--- config.mk ---
export PLATFORM = sky130hd
export DESIGN_NAME = riscv64g_iss_trap_seq_flat
export DESIGN_NICKNAME = d
export VERILOG_FILES = /design/src/rtl/riscv64g_iss_csr_pkg.sv /design/src/rtl/riscv64g_iss_trap_seq_if.sv /design/src/rtl/riscv64g_iss_mstatus_upd.sv /design/src/rtl/riscv64g_iss_trap_seq.sv /design/src/flat_wrapper.sv
export SDC_FILE = /design/constraint.sdc
export NUM_CORES = 1
export LEC_CHECK = 0
export CORE_AREA = 2 2 206 208
export DETAILED_ROUTE_END_ITERATION = 16
export DIE_AREA = 0 0 208 210
export GPL_TIMING_DRIVEN = 0
export PLACE_DENSITY = 0.65
export SETUP_SLACK_MARGIN = 0.05
export SYNTH_ARGS = -nofsm -noshare
export SYNTH_HDL_FRONTEND = slang
export SYNTH_SLANG_ARGS = --single-unit
export TNS_END_PERCENT = 30
--- constraint.sdc ---
create_clock -name CLK -period 1.6 [get_ports CLK]
set_input_delay 0.32 -clock CLK [delete_from_list [all_inputs] [get_ports CLK]]
set_output_delay 0.32 -clock CLK [all_outputs]
set_load 0.1 [all_outputs]
--- src/rtl/riscv64g_iss_csr_pkg.sv ---
// riscv64g_iss_csr_pkg: shared XLEN, sequencer states, CSR addresses and mstatus field positions.
// XLEN follows the `XLEN macro when the build provides one, else 64.
`ifndef XLEN
`define XLEN 64
`endif
package riscv64g_iss_csr_pkg;
    localparam int XLEN = `XLEN;
    typedef enum logic [2:0] {
        S_IDLE, S_W_EPC, S_W_CAUSE, S_W_TVAL, S_W_STATUS, S_M_STATUS, S_REDIR
    } state_t;
    localparam logic [11:0] CSR_MSTATUS = 12'h300;
    localparam logic [11:0] CSR_MTVEC   = 12'h305;
    localparam logic [11:0] CSR_MEPC    = 12'h341;
    localparam logic [11:0] CSR_MCAUSE  = 12'h342;
    localparam logic [11:0] CSR_MTVAL   = 12'h343;
    localparam int MIE_BIT  = 3;
    localparam int MPIE_BIT = 7;
    localparam int MPP_HI   = 12;
    localparam int MPP_LO   = 11;
    function automatic logic [XLEN-1:0] clr2(input logic [XLEN-1:0] v);
        return {v[XLEN-1:2], 2'b00};
    endfunction
endpackage

--- src/rtl/riscv64g_iss_trap_seq_if.sv ---
// riscv64g_iss_trap_seq_if: request, CSR write port and redirect signals of the trap sequencer.
interface riscv64g_iss_trap_seq_if;
    import riscv64g_iss_csr_pkg::*;
    logic            TRAP_REQ;
    logic [XLEN-1:0] TRAP_CAUSE;
    logic [XLEN-1:0] TRAP_TVAL;
    logic [XLEN-1:0] TRAP_PC;
    logic            MRET_REQ;
    logic            REQ_ACK;
    logic            BUSY;
    logic            CSR_WE;
    logic [11:0]     CSR_A;
    logic [XLEN-1:0] CSR_WD;
    logic [XLEN-1:0] CSR_RD;
    logic [XLEN-1:0] MTVEC;
    logic [XLEN-1:0] MEPC;
    logic            REDIR_VALID;
    logic [XLEN-1:0] REDIR_PC;
    modport master (
        output TRAP_REQ, TRAP_CAUSE, TRAP_TVAL, TRAP_PC, MRET_REQ, CSR_RD, MTVEC, MEPC,
        input  REQ_ACK, BUSY, CSR_WE, CSR_A, CSR_WD, REDIR_VALID, REDIR_PC
    );
    modport slave (
        input  TRAP_REQ, TRAP_CAUSE, TRAP_TVAL, TRAP_PC, MRET_REQ, CSR_RD, MTVEC, MEPC,
        output REQ_ACK, BUSY, CSR_WE, CSR_A, CSR_WD, REDIR_VALID, REDIR_PC
    );
endinterface

--- src/rtl/riscv64g_iss_mstatus_upd.sv ---
// riscv64g_iss_mstatus_upd: combinational mstatus values for trap entry and MRET.
module riscv64g_iss_mstatus_upd
    import riscv64g_iss_csr_pkg::*;
#(
    parameter logic [1:0] MRET_MPP = 2'b11
) (
    input  logic [XLEN-1:0] old,
    output logic [XLEN-1:0] trap_val,
    output logic [XLEN-1:0] mret_val
);
    always_comb begin
        trap_val                 = old;
        trap_val[MPIE_BIT]       = old[MIE_BIT];
        trap_val[MIE_BIT]        = 1'b0;
        trap_val[MPP_HI:MPP_LO]  = 2'b11;
        mret_val                 = old;
        mret_val[MIE_BIT]        = old[MPIE_BIT];
        mret_val[MPIE_BIT]       = 1'b1;
        mret_val[MPP_HI:MPP_LO]  = MRET_MPP;
    end
endmodule

--- src/rtl/riscv64g_iss_trap_seq.sv ---
// riscv64g_iss_trap_seq: M-mode trap entry / MRET sequencer driving the CSR write port and a PC redirect.
// Define RISCV64G_ISS_VECTORED_TRAP_EN to honour vectored mtvec mode for interrupts.
module riscv64g_iss_trap_seq
    import riscv64g_iss_csr_pkg::*;
#(
    parameter logic [1:0] MRET_MPP = 2'b11
) (
    input logic CLK,
    input logic RST,
    riscv64g_iss_trap_seq_if.slave bus
);
    state_t          state, nxt;
    logic [XLEN-1:0] cause_q, tval_q, pc_q, tgt_q;
    logic [XLEN-1:0] trap_mst, mret_mst, trap_tgt;
    riscv64g_iss_mstatus_upd #(.MRET_MPP(MRET_MPP)) u_upd (
        .old(bus.CSR_RD),
        .trap_val(trap_mst),
        .mret_val(mret_mst)
    );
`ifdef RISCV64G_ISS_VECTORED_TRAP_EN
    // Interrupts in vectored mode land at base + 4*code; exceptions always use the base.
    assign trap_tgt = (bus.MTVEC[1:0] == 2'b01 && cause_q[XLEN-1])
                    ? clr2(bus.MTVEC) + {cause_q[XLEN-3:0], 2'b00} : clr2(bus.MTVEC);
`else
    assign trap_tgt = clr2(bus.MTVEC);
`endif
    always_ff @(posedge CLK) begin
        if (RST) begin
            state   <= S_IDLE;
            cause_q <= '0;
            tval_q  <= '0;
            pc_q    <= '0;
            tgt_q   <= '0;
        end else begin
            state <= nxt;
            if (state == S_IDLE && bus.TRAP_REQ) begin
                cause_q <= bus.TRAP_CAUSE;
                tval_q  <= bus.TRAP_TVAL;
                pc_q    <= bus.TRAP_PC;
            end
            if (state == S_W_STATUS) tgt_q <= trap_tgt;
            if (state == S_M_STATUS) tgt_q <= clr2(bus.MEPC);
        end
    end
    always_comb begin
        nxt             = state;
        bus.REQ_ACK     = 1'b0;
        bus.CSR_WE      = 1'b0;
        bus.CSR_A       = '0;
        bus.CSR_WD      = '0;
        bus.REDIR_VALID = 1'b0;
        bus.REDIR_PC    = '0;
        case (state)
            S_IDLE: begin
                bus.REQ_ACK = bus.TRAP_REQ | bus.MRET_REQ;
                nxt = bus.TRAP_REQ ? S_W_EPC : bus.MRET_REQ ? S_M_STATUS : S_IDLE;
            end
            S_W_EPC: begin
                bus.CSR_WE = 1'b1;
                bus.CSR_A  = CSR_MEPC;
                bus.CSR_WD = clr2(pc_q);
                nxt        = S_W_CAUSE;
            end
            S_W_CAUSE: begin
                bus.CSR_WE = 1'b1;
                bus.CSR_A  = CSR_MCAUSE;
                bus.CSR_WD = cause_q;
                nxt        = S_W_TVAL;
            end
            S_W_TVAL: begin
                bus.CSR_WE = 1'b1;
                bus.CSR_A  = CSR_MTVAL;
                bus.CSR_WD = tval_q;
                nxt        = S_W_STATUS;
            end
            S_W_STATUS: begin
                bus.CSR_WE = 1'b1;
                bus.CSR_A  = CSR_MSTATUS;
                bus.CSR_WD = trap_mst;
                nxt        = S_REDIR;
            end
            S_M_STATUS: begin
                bus.CSR_WE = 1'b1;
                bus.CSR_A  = CSR_MSTATUS;
                bus.CSR_WD = mret_mst;
                nxt        = S_REDIR;
            end
            S_REDIR: begin
                bus.REDIR_VALID = 1'b1;
                bus.REDIR_PC    = tgt_q;
                nxt             = S_IDLE;
            end
            default: nxt = S_IDLE;
        endcase
    end
    assign bus.BUSY = (state != S_IDLE);
endmodule

--- src/flat_wrapper.sv ---
// flat-port wrapper written by rule: the top's interface ports become plain ports
module riscv64g_iss_trap_seq_flat import riscv64g_iss_csr_pkg::*;
#(
    parameter logic [1:0] MRET_MPP = 2'b11
)
  (CLK, RST, bus_TRAP_REQ, bus_TRAP_CAUSE, bus_TRAP_TVAL, bus_TRAP_PC, bus_MRET_REQ, bus_CSR_RD, bus_MTVEC, bus_MEPC, bus_REQ_ACK, bus_BUSY, bus_CSR_WE, bus_CSR_A, bus_CSR_WD, bus_REDIR_VALID, bus_REDIR_PC);
  riscv64g_iss_trap_seq_if bus_i ();
  input logic CLK;
  input logic RST;
  input wire logic [$bits(bus_i.TRAP_REQ)-1:0] bus_TRAP_REQ;
  input wire logic [$bits(bus_i.TRAP_CAUSE)-1:0] bus_TRAP_CAUSE;
  input wire logic [$bits(bus_i.TRAP_TVAL)-1:0] bus_TRAP_TVAL;
  input wire logic [$bits(bus_i.TRAP_PC)-1:0] bus_TRAP_PC;
  input wire logic [$bits(bus_i.MRET_REQ)-1:0] bus_MRET_REQ;
  input wire logic [$bits(bus_i.CSR_RD)-1:0] bus_CSR_RD;
  input wire logic [$bits(bus_i.MTVEC)-1:0] bus_MTVEC;
  input wire logic [$bits(bus_i.MEPC)-1:0] bus_MEPC;
  output wire logic [$bits(bus_i.REQ_ACK)-1:0] bus_REQ_ACK;
  output wire logic [$bits(bus_i.BUSY)-1:0] bus_BUSY;
  output wire logic [$bits(bus_i.CSR_WE)-1:0] bus_CSR_WE;
  output wire logic [$bits(bus_i.CSR_A)-1:0] bus_CSR_A;
  output wire logic [$bits(bus_i.CSR_WD)-1:0] bus_CSR_WD;
  output wire logic [$bits(bus_i.REDIR_VALID)-1:0] bus_REDIR_VALID;
  output wire logic [$bits(bus_i.REDIR_PC)-1:0] bus_REDIR_PC;
  assign bus_i.TRAP_REQ = bus_TRAP_REQ;
  assign bus_i.TRAP_CAUSE = bus_TRAP_CAUSE;
  assign bus_i.TRAP_TVAL = bus_TRAP_TVAL;
  assign bus_i.TRAP_PC = bus_TRAP_PC;
  assign bus_i.MRET_REQ = bus_MRET_REQ;
  assign bus_i.CSR_RD = bus_CSR_RD;
  assign bus_i.MTVEC = bus_MTVEC;
  assign bus_i.MEPC = bus_MEPC;
  assign bus_REQ_ACK = bus_i.REQ_ACK;
  assign bus_BUSY = bus_i.BUSY;
  assign bus_CSR_WE = bus_i.CSR_WE;
  assign bus_CSR_A = bus_i.CSR_A;
  assign bus_CSR_WD = bus_i.CSR_WD;
  assign bus_REDIR_VALID = bus_i.REDIR_VALID;
  assign bus_REDIR_PC = bus_i.REDIR_PC;
  riscv64g_iss_trap_seq #(.MRET_MPP(MRET_MPP)) u_core (.CLK(CLK), .RST(RST), .bus(bus_i));
endmodule
== After elaboration in Yosys (flattened, before gate mapping) ==
Index checks and enable logic that the tools add are counted.

* Add/sub/neg operators: 0
* Multipliers: 0
* Divide/modulo/power cells: 0
* Order comparisons: 0
* Equality and inequality tests: 6
* Shift operators: 0
* Mux-type cells: 11
* Bitwise operators: 1
* Reduce and logical (&&, ||, !) cells: 6

{| class="wikitable"
|+ Operators with widths
! cell !! number
|-
| one-hot mux 64 bit (5 select lines) || 1
|-
| two-way mux 64 bit || 3
|-
| one-hot mux 10 bit (4 select lines) || 1
|-
| one-hot mux 3 bit (5 select lines) || 1
|-
| equality test 3 bit, second input constant || 3
|-
| equality test 3 x 2 -> 1 bit, second input constant || 2
|-
| two-way mux 3 bit || 2
|-
| OR reduction 5 bit || 1
|-
| equality test 3 x 1 -> 1 bit, second input constant || 1
|-
| zero test 3 bit || 1
|-
| two-way mux 1 bit || 3
|-
| nonzero test 3 bit || 1
|-
| nonzero test 2 bit || 1
|-
| OR reduction 2 bit || 1
|-
| logical AND 1 bit || 1
|-
| OR 1 bit || 1
|}

* Register bits after elaboration: 257
* Latch bits: 0
* RAM bits: 0
* ROM bits: 0
* Bits of input ports: 388
* Output and inout bits: 144
* Memories: 0

== Logic depth before layout (Yosys ltp) ==
* Depth in word-level cells: 3
* Gate-level depth with buffers: 7

== Cells and area by module ==
A second synthesis with hierarchy kept.

* Cells, all modules: 1569
* Area, all modules: 12908.6 µm²

{| class="wikitable"
|+ Modules (own cells, without submodules)
! module !! times used !! cells each !! area each (µm²) !! sequential area each (µm²)
|-
| riscv64g_iss_trap_seq || 1 || 1439 || 11940.2 || 5104.9
|-
| riscv64g_iss_mstatus_upd || 1 || 130 || 968.4 || 0.0
|}

== Worst setup path after synthesis ==
No wires, ideal clock.

* Kind: register to output
* Start point: register u_core.state[0]
* End point: output bus_CSR_WD[0]
* Data arrival time: 2.940 ns
* Required time: 1.280 ns
* Path slack: -1.660 ns
* Cell stages (with the launch flop): 5
* Path buffers: 2
* Path through: dfxtp_1 > buf_2 > buf_2 > mux2i_1 > o21ai_0

* Cells in the longest elaborated chain, start to end: 2
* Elaborated cells between the ends (all ways): 6
* Those cells by class: eq/ne (5); mux (1)

{| class="wikitable"
|+ RTL lines
! item !! RTL line !! RTL
|-
| start: declaration || riscv64g_iss_trap_seq.sv:12 || <nowiki>state_t state, nxt;</nowiki>
|-
| start signal: assignment || riscv64g_iss_trap_seq.sv:35 || <nowiki>state <= nxt;</nowiki>
|-
| equality test 3 bit (tied with other cells) || riscv64g_iss_trap_seq.sv:53 || <nowiki>case (state)</nowiki>
|-
| one-hot mux 64 bit (5 select lines) * || riscv64g_iss_trap_seq.sv:53 ||
|-
| end: declaration || flat_wrapper.sv:22 || <nowiki>output wire logic [$bits(bus_i.CSR_WD)-1:0] bus_CSR_WD;</nowiki>
|}

Every way passes the cells marked *; elsewhere a longest branch is shown, timed or not.

== Worst setup path in the final report ==
* Start point: register u_core.state[0]
* End point: output bus_CSR_WD[27]

The elaborated chain is that of the path after synthesis.

==> summary.md <==
| Metric | Value |
|---|---|
| Outcome | `finished, violations left` |
| Failing checks | `setup timing` |
| Clock sink count | `255` |
| Period utilization | `1.514` |
| Largest net degree at the start of global routing | `14` |
| Flop and latch count out of synthesis | `255` |
| Flop-to-flop setup slack | `-0.25 ns` |
| DR DRC count | `0` |
| CP Capture Type | `output pin` |
| Wirelength, routed | `57.55 mm` |
| Reg2Reg Capture Point | `u_core.tval_q[35]` |
| Most frequent cells in the layout | `clkdlybuf4s50_1 (378), nand2_1 (359), dfxtp_1 (252)` |
| H-tree Lvls | `1` |
| Static Leakage | `8.159 nW` |
| GRT Resource Usage Total | `0.2452` |
| Routed len/inst | `22.11 µm` |
| Max-slew violations | `0` |
| Buffers on Ports | `513` |
| FF-to-FF Start | `u_core.state[0]` |
| Commonest non-fill, non-tap cell in the layout | `clkdlybuf4s50_1` |
| Cts bufs inserted | `29` |
| Max Cap Violations | `0` |
| Sequential element share of the synthesized area | `0.4411` |
| Synth Cell Area | `11570 µm²` |
| R2R cell count | `7` |
| PwrDens | `1239 nW/µm²` |
| Sequential power share | `0.273` |
| DP HPWL | `42.00 mm` |
| Combinational power share | `0.480` |
| Number of global-route vias before repair | `13080` |
| Core area | `41480 µm²` |
| Die area | `43680 µm²` |
| Drt pass-1 iters | `5` |
| Endpoints failing setup | `367` |
| Critical Path AT | `2.10 ns` |
| RSZ-0062 raised after global routing | `true` |
| Yosys warns | `0` |
| Setup WS pre-CTS | `-1.573 ns` |
| Root Driver | `clkbuf_16` |
| Final ANT Viol Nets | `0` |
| Hold WS | `0.3109 ns` |
| Crit Path Category | `register to output pin` |
| Worst EP required | `1.28 ns` |
| Cell count after synthesis | `1438` |
| CP Launch Type | `register` |
| VDD IR-drop max | `0.0008459 V` |
| Vias/cell | `4.896` |
| Slew HR | `0.2920` |
| Drt first-iter violations | `618` |
| Clock-pin slew on the worst setup and hold paths | `0.06 ns` |
| Max Freq | `412.9 MHz` |
| Setup Skew | `0.01131 ns` |
| Internal power | `17.25 mW` |
| First-pass GRT wire length | `80.90 mm` |
| CTS Buffer Depth | `3` |
| Net Sw Power | `11.36 mW` |
| Hold Fails Final Rpt | `0` |
| Switching share of total power | `0.3971` |
| Number of top-level pins | `532` |
| Fin nets | `2421` |
| TritonCTS clock tree | `built` |
| Crit path from | `u_core.state[0]` |
| Setup slack after layout | `-0.8217 ns` |
| Post-DP Area | `18650 µm²` |
| Synthesized area per cell | `8.048 µm²` |
| Initial core utilization | `0.2790` |
| Worst skew pair latency | `0.55 ns` |
| Final instance area | `23080 µm²` |
| Clk pwr share | `0.247` |
| Layout area overhead | `99.42%` |
| Worst-margin pin slew | `1.062 ns` |
| Initial antenna violation count | `16` |
| Vias | `12740` |
| Distinct cells, synth | `27` |
| Hold WC Path Type | `primary input to register` |
| Maximum fanout along the worst path | `10` |
| Die Y | `210 µm` |
| Tmin final | `2.422 ns` |
| Die width | `208 µm` |
| # rows | `75` |
| Placer Congestion | `0.8797` |
| Share of layout cells above drive strength 1 | `0.3015` |
| Hold-fix buffers at CTS | `0` |
| Grt total ovfl | `0` |
| Crit path to | `bus_CSR_WD[27]` |
==> power by group through the flow <==
stage / registers [mW] / clock network, mW / logic (mW)
after floorplan: 7.62 / 0 / 7.68
after global placement: 7.74 / 0 / 10.8
after detailed placement: 7.77 / 0 / 10.9
after CTS: 7.72 / 7.16 / 12.6
after global routing: 7.88 / 7.44 / 14.4
final: 7.80 / 7.06 / 13.7
==> registers in the layout, summed over array words and instances (netlist names) <==
name / flops
u_core.tgt_q: 62
u_core.state: 3
u_core.tval_q: 64
u_core.pc_q: 62
u_core.cause_q: 64
==> cells in the mapped netlist (all sizes together) <==
master | count | area share
nor2b | 4 | 0.0022
o22ai | 61 | 0.033
mux2 | 1 | 0.00097
nand2b | 1 | 0.00054
a32oi | 1 | 0.00076
o21a | 1 | 0.00065
dfxtp | 255 | 0.44
mux2i | 125 | 0.11
a22oi | 58 | 0.038
clkbuf | 57 | 0.018
a211oi | 63 | 0.041
nor4b | 1 | 0.00076
a21oi | 195 | 0.084
and2 | 62 | 0.034
conb | 1 | 0.00032
nand3 | 1 | 0.00043
nor3 | 4 | 0.0017
buf | 88 | 0.045
or4b | 1 | 0.00086
o21ai | 2 | 0.00086
nor4 | 1 | 0.00054
inv | 2 | 0.00065
nand2 | 384 | 0.12
nor2 | 69 | 0.022
==> worst min-delay path by stage <==
stage | cells after the start | end | start
4_1_cts | 3 | u_core.cause_q[54] | bus_TRAP_CAUSE[54]
3_5_place_dp | 2 | u_core.cause_q[53] | u_core.cause_q[53]
5_1_grt | 3 | u_core.tval_q[57] | bus_TRAP_TVAL[57]
6_report | 3 | u_core.cause_q[59] | bus_TRAP_CAUSE[59]
3_3_place_gp | 2 | u_core.cause_q[49] | u_core.cause_q[49]
2_1_floorplan | 2 | u_core.tval_q[3] | u_core.tval_q[3]
==> routing by layer <==
| metal | wire, µm | share of wire | up-vias | global-route usage |
|---|---|---|---|---|
| li1 | - | - | 6157 | - |
| met1 | 21630 | 0.38 | 5957 | 0.2735 |
| met2 | 29110 | 0.51 | 513 | 0.4429 |
| met3 | 4478 | 0.078 | 109 | 0.06749 |
| met4 | 2273 | 0.039 | 8 | 0.09464 |
| met5 | 56 | 0.00097 | - | 0 |
==> worst max-delay path, stage by stage (launching register included) <==
cell and delay [ns]:
dfxtp_2 0.36, buf_12 0.12, buf_8 0.20, buf_12 0.21
mux2i_2 0.31, o22ai_4 0.14, buf_12 0.18
==> final cells by class <==
type / count / area, µm²
Clock inverter: 12 / 175.2
Antenna cell: 11 / 27.53
Fill cell: 3563 / 18400
Multi-Input combinational cell: 1044 / 7671
Tap cell: 539 / 674.4
Timing Repair Buffer: 556 / 7076
Clock buffer: 39 / 833.3
Buffer: 145 / 1500
Sequential cell: 255 / 5111
Inverter: 2 / 11.26
==> timing repair <==
action / in CTS / in global routing
gates resized for setup: 1335 / 246
buffers inserted: 10 / 10
setup endpoints to repair: 326 / 382
pin swaps: 35 / 21
endpoints found under the hold margin: 0 / 0
gates cloned: 8 / 15
==> per-stage QoR <==
step | setup TNS (ns) | power (mW) | utilization | std cells
final | -127.13 | 28.61 | 0.5564 | 2603
after global placement | -340.51 | 18.54 | 0.4497 | 2498
after CTS | -194.21 | 27.52 | 0.5233 | 2567
after floorplan | -46.56 | 15.31 | - | 1446
after detailed placement | -341.39 | 18.67 | 0.4497 | 2498
after global routing | -154.43 | 29.72 | 0.5561 | 2598
==> cells by family (layout without fill, tap and decap cells) <==
family,Yosys count,count (layout),share of synthesized area
buffers and inverters,147,754,0.06400
and+or+nand+nor,528,528,0.1875
muxes,126,126,0.1091
DFF,255,255,0.4411
other,1,20,0.0003240
AOI/OAI and AO/OA,381,381,0.1981
Note: power is estimated with default switching activity, not from simulation.
